==> src/rtl/mem_dump_sequencer.sv <==
// Batch readback sequencer: walks a wrapping range of result-memory entries and, for each one,
// reads it, samples it into the serial transceiver and transmits it before moving on.
module mem_dump_sequencer #(
    parameter int ADDR_WIDTH = 8,
    parameter int DEPTH      = 8
) (
    input  logic                  clk,
    input  logic                  reset,
    input  logic                  start,
    input  logic [ADDR_WIDTH-1:0] baseAddr,
    input  logic [ADDR_WIDTH:0]   count,
    input  logic                  abort,
    input  logic                  txDone,
    output logic [ADDR_WIDTH-1:0] memAddr,
    output logic                  memValid,
    output logic                  memRW,
    output logic                  sampleData,
    output logic                  txData,
    output logic                  memMode,
    output logic                  busy,
    output logic                  done,
    output logic                  aborted,
    output logic [ADDR_WIDTH:0]   xferCnt
);

    typedef enum logic [2:0] {
        StIdle,
        StRead,
        StWait,
        StSample,
        StTx,
        StWaitDone,
        StDone
    } state_e;

    localparam logic [ADDR_WIDTH-1:0] LastAddr = ADDR_WIDTH'(DEPTH - 1);
    localparam logic [ADDR_WIDTH:0]   OneLeft  = (ADDR_WIDTH + 1)'(1);

    state_e                state_q, state_d;
    logic [ADDR_WIDTH-1:0] addr_q, addr_d;
    logic [ADDR_WIDTH:0]   remaining_q, remaining_d;
    logic [ADDR_WIDTH:0]   xfer_q, xfer_d;
    logic                  pend_q, pend_d;
    logic                  aborted_q, aborted_d;

    always_ff @(posedge clk or posedge reset) begin
        if (reset) begin
            state_q     <= StIdle;
            addr_q      <= '0;
            remaining_q <= '0;
            xfer_q      <= '0;
            pend_q      <= 1'b0;
            aborted_q   <= 1'b0;
        end else begin
            state_q     <= state_d;
            addr_q      <= addr_d;
            remaining_q <= remaining_d;
            xfer_q      <= xfer_d;
            pend_q      <= pend_d;
            aborted_q   <= aborted_d;
        end
    end

    always_comb begin
        state_d     = state_q;
        addr_d      = addr_q;
        remaining_d = remaining_q;
        xfer_d      = xfer_q;
        pend_d      = pend_q;
        aborted_d   = aborted_q;
        unique case (state_q)
            StIdle: begin
                if (start) begin
                    addr_d      = baseAddr;
                    remaining_d = count;
                    xfer_d      = '0;
                    pend_d      = 1'b0;
                    aborted_d   = 1'b0;
                    state_d     = (count == '0) ? StDone : StRead;
                end
            end
            // Before the transmission starts an abort drops the entry outright.
            StRead, StWait, StSample: begin
                if (abort) begin
                    aborted_d = 1'b1;
                    state_d   = StDone;
                end else begin
                    state_d = (state_q == StRead) ? StWait :
                              (state_q == StWait) ? StSample : StTx;
                end
            end
            StTx: begin
                pend_d  = pend_q | abort;
                state_d = StWaitDone;
            end
            StWaitDone: begin
                pend_d = pend_q | abort;
                if (txDone) begin
                    xfer_d      = xfer_q + 1'b1;
                    remaining_d = remaining_q - 1'b1;
                    if (remaining_q == OneLeft || pend_d) begin
                        aborted_d = pend_d;
                        state_d   = StDone;
                    end else begin
                        addr_d  = (addr_q == LastAddr) ? '0 : addr_q + 1'b1;
                        state_d = StRead;
                    end
                end
            end
            StDone:  state_d = StIdle;
            default: state_d = StIdle;
        endcase
    end

    assign memAddr    = addr_q;
    assign memValid   = (state_q == StRead);
    assign memRW      = 1'b0;
    assign sampleData = (state_q == StSample);
    assign txData     = (state_q == StTx);
    assign busy       = (state_q != StIdle);
    assign memMode    = busy;
    assign done       = (state_q == StDone);
    assign aborted    = aborted_q;
    assign xferCnt    = xfer_q;

endmodule

==> config.mk <==
export PLATFORM = sky130hd
export DESIGN_NAME = mem_dump_sequencer
export DESIGN_NICKNAME = d
export VERILOG_FILES = /design/src/rtl/mem_dump_sequencer.sv
export SDC_FILE = /design/constraint.sdc
export NUM_CORES = 1
export LEC_CHECK = 0
export CORE_ASPECT_RATIO = 0.7
export CORE_MARGIN = 1
export CORE_UTILIZATION = 50
export CTS_CLUSTER_DIAMETER = 40
export DETAILED_ROUTE_END_ITERATION = 6
export PLACE_DENSITY = 0.8
export SYNTH_ARGS = -nofsm -noshare
export SYNTH_HDL_FRONTEND = slang
export SYNTH_SLANG_ARGS = --single-unit
==> constraint.sdc <==
create_clock -name clk -period 2.5 [get_ports clk]
set_input_delay 0.25 -clock clk [delete_from_list [all_inputs] [get_ports clk]]
set_output_delay 0.25 -clock clk [all_outputs]
set_load 0.1 [all_outputs]
==> metrics.yaml <==
run_status:
  status: "finished clean"
sta:
  finalHoldWorstSlack_ps: 347
  rsz0062_at_grt: "false"
  final_max_slew_viol_count: 0
  worst_slew_margin_rel: 0.636
  finClkSkew_ps: 2.08
  final_min_period_over_clock_period: 0.865
  totalNegativeSetupSlack_ps: 0
  timing.final.setup_violations: 0
  timing.final.crit_period_ps: 2160
  final_hold_violation_count: 0
  achievable-frequency_ghz: 0.462
  worst-slew-pin-transition_ps: 544
critical_path:
  worst_ep_required_time_ps: 2680
  cp-end-kind: "register"
  crit_chain: "inv_1, ha_1, or3b_2, o311ai_4, a21oi_4, mux2_4"
  critical_path.startpoint_type: "register"
  cp_max_fo: 8
  crit_slowest_cell: "sky130_fd_sc_hd__or3b_2"
  critical_path.max_stage_delay_ps: 490
  critical_path_buf_inv_count: 1
  worst_ep_arrival_time_ps: 2340
  timing_worst_setup_path_type: "reg -> reg"
  cp_top_family: "compound AO/OA/AOI/OAI gates"
place:
  gp_routability_congestion: 0.888
  dp_hpwl_mm: 3.73
  portBuffers: 45
power:
  switching_fraction_of_total_power: 0.547
  total_power_uw: 3880
  vdd_drop_max_mv: 1.47
  combinationalPowerShare: 0.619
  internal_power_uw: 1760
  power.share.sequential: 0.245
  clockPowerShare: 0.135
  static-leakage-power_uw: 0.00111
  pwr_density_cell_mw_per_mm2: 1470
  power.net_switching_uw: 2120
final_layout:
  register_area_um2: 776
  diodes: 0
  fillers: 321
  multi_input_comb_area_mm2: 0.00117
  post_route_cells_drive_above_1_share: 0.197
  finalNetCount: 309
  area.growth.synth_to_final_pct: 28.5
  layout.core_utilization: 0.674
synth:
  postSynthRegisterBits: 31
  synth-edff-count: 0
  synth_cell_types: 54
  yosysSeqAreaShare: 0.377
  synthesis.instances: 240
  avgSynthCellArea_um2: 8.58
  async_flop_share: 1.00
  yosys_warnings: 0
  synth-main-ff-cell: "sky130_fd_sc_hd__dfrtp_1"
  synth.largest_area_cell: "sky130_fd_sc_hd__dfrtp_1"
  netlist_top_cells_area: "sky130_fd_sc_hd__dfrtp_1 38%, sky130_fd_sc_hd__o21ai_0 5.3%, sky130_fd_sc_hd__a21oi_1 4.9%"
  synth.top_cell.area_share: 0.377
  synthesis.area_mm2: 0.00206
  synth_nets: 266
floorplan:
  die-height_um: 55.7
  core_area_mm2: 0.00392
  design.portCount: 47
  placement_rows: 19
  die_area_mm2: 0.00438
  initial_utilization: 0.525
  die_w_um: 78.7
cts:
  holdBufCountCts: 0
  clock-sinks: 31
  htreeDepth: 2
  post-cts-setup-buffer-count: 0
  insertion_delay_ps: 290
  cts.clk_slew.worst_paths_ps: 70
  ctsResizeCount: 0
  tritoncts: "built"
  cts_made_buffers: 5
  max-clock-path-buffers: 2
  cts_root_buf: "sky130_fd_sc_hd__clkbuf_8"
detailed_routing:
  drtIter0Drc: 157
  dr_total_vias: 2059
  totalWireLength_mm: 5.26
  route.detailed.vias_per_inst: 6.13
  routedWlPerCell_um: 15.7
  route.antenna.remaining_nets: 0
  firstDrtPassIters: 5
  post-route-drc-count: 0
global_route:
  track_usage: 0.267
  grt_pass1_wl_mm: 9.10
  grt_start_max_net_pins: 32
  grt_pass1_vias: 1873
  global_route.overflow_total: 0
  antenna_found_initial: 0
worst_hold_path:
  worst_hold_path_type: "in -> async"
flow_run:
  count_of_maximum_capacitance_violations: 0
## synth_stat cells (all sizes together) (4+ instances only)
| cell type | instances |
|---|---|
| nor2 | 17 |
| a2bb2oi | 4 |
| dfrtp | 31 |
| or3 | 4 |
| o31ai | 7 |
| a221oi | 7 |
| o21ai | 23 |
| nand2 | 20 |
| nand3 | 14 |
| clkbuf | 11 |
| and3 | 4 |
| buf | 6 |
| a21oi | 22 |
| nor3 | 6 |
| or3b | 4 |
| ha | 4 |
| inv | 10 |
## power groups by stage
stage	clock network, uW	logic, uW	registers, uW
after floorplan	0	1390	1400
after global placement	0	2360	948
after detailed placement	0	2400	948
after CTS	527	2400	943
after global routing	551	2570	992
final	526	2410	953
## per-stage QoR
step / cell area, um^2 / cells / setup WS (ps)
5_1_grt: 2650 / 336 / 256
3_3_place_gp: 2530 / 328 / 141
4_1_cts: 2650 / 336 / 358
3_5_place_dp: 2530 / 328 / 283
6_report: 2650 / 336 / 336
2_1_floorplan: 2070 / 240 / -22.8
## flip-flops by register name (all words and copies together) (netlist names)
register	count
aborted	1
xferCnt	9
state_q	3
pend_q	1
memAddr	8
remaining_q	9
## final timing paths
path | from | to | slack (ps) | cells past startpoint
max | remaining_q[1]$_DFFE_PP0P_ | memAddr[0]$_DFFE_PP0P_ | 340 | 6
min | reset | pend_q$_DFFE_PP0P_ | 350 | 3
max reg2reg | remaining_q[1]$_DFFE_PP0P_ | memAddr[0]$_DFFE_PP0P_ | 340 | 6
min reg2reg | xferCnt[8]$_DFFE_PP0P_ | xferCnt[8]$_DFFE_PP0P_ | 470 | 1
max in group asynchronous | reset | xferCnt[7]$_DFFE_PP0P_ | 1860 | 3
min in group clk | xferCnt[8]$_DFFE_PP0P_ | xferCnt[8]$_DFFE_PP0P_ | 470 | 1
## layer usage
metal	GRT usage	vias to the layer above	share of wire	routed length, um
met5	0	-	0	0
met4	0.0714	0	0.0091	48
met3	0.0672	6	0.070	371
met2	0.385	77	0.44	2310
met1	0.396	984	0.48	2530
li1	-	992	-	-
## final cells by class
cell class              count  area share
flip-flops and latches     31       0.293
clock buffers               6      0.0312
inverters                  10      0.0142
clock inverters             2      0.0132
multi-input cells         182       0.444
well taps                  52      0.0246
repair buffers             53       0.180
## worst register-to-register path, cell delays in order, from the launching register on
cell	delay, ps
sky130_fd_sc_hd__dfrtp_1	410
sky130_fd_sc_hd__inv_1	90
sky130_fd_sc_hd__ha_1	150
sky130_fd_sc_hd__or3b_2	490
sky130_fd_sc_hd__o311ai_4	390
sky130_fd_sc_hd__a21oi_4	180
sky130_fd_sc_hd__mux2_4	330
## cells by family (layout without fill, tap and decap cells)
kind of cell | Yosys count | in the layout | share of synthesized area
compound gates | 91 | 91 | 0.312
simple gates | 82 | 82 | 0.202
flops | 31 | 31 | 0.377
buf+inv | 27 | 71 | 0.0577
fa+ha+maj | 4 | 4 | 0.0243
mux | 4 | 4 | 0.0249
other cells | 1 | 1 | 0.00182
## cells in the final DEF, fill, tap and decap left out, types with 4 or more instances in the layout
cell type / netlist / final
sky130_fd_sc_hd__or3_1: 4 / 4
sky130_fd_sc_hd__nor3_1: 6 / 4
sky130_fd_sc_hd__a2bb2oi_1: 4 / 4
sky130_fd_sc_hd__a21oi_1: 20 / 20
sky130_fd_sc_hd__nor2_1: 17 / 17
sky130_fd_sc_hd__nand2_1: 20 / 20
sky130_fd_sc_hd__o21ai_0: 22 / 22
sky130_fd_sc_hd__clkdlybuf4s50_1: 0 / 21
sky130_fd_sc_hd__o31ai_1: 7 / 7
sky130_fd_sc_hd__inv_1: 10 / 10
sky130_fd_sc_hd__clkbuf_8: 0 / 6
sky130_fd_sc_hd__or3b_2: 4 / 4
sky130_fd_sc_hd__buf_4: 2 / 30
sky130_fd_sc_hd__ha_1: 4 / 4
sky130_fd_sc_hd__and3_1: 4 / 4
sky130_fd_sc_hd__nand3_1: 14 / 14
sky130_fd_sc_hd__dfrtp_1: 31 / 31
sky130_fd_sc_hd__a221oi_1: 7 / 7
(Power assumes the default switching activity.)
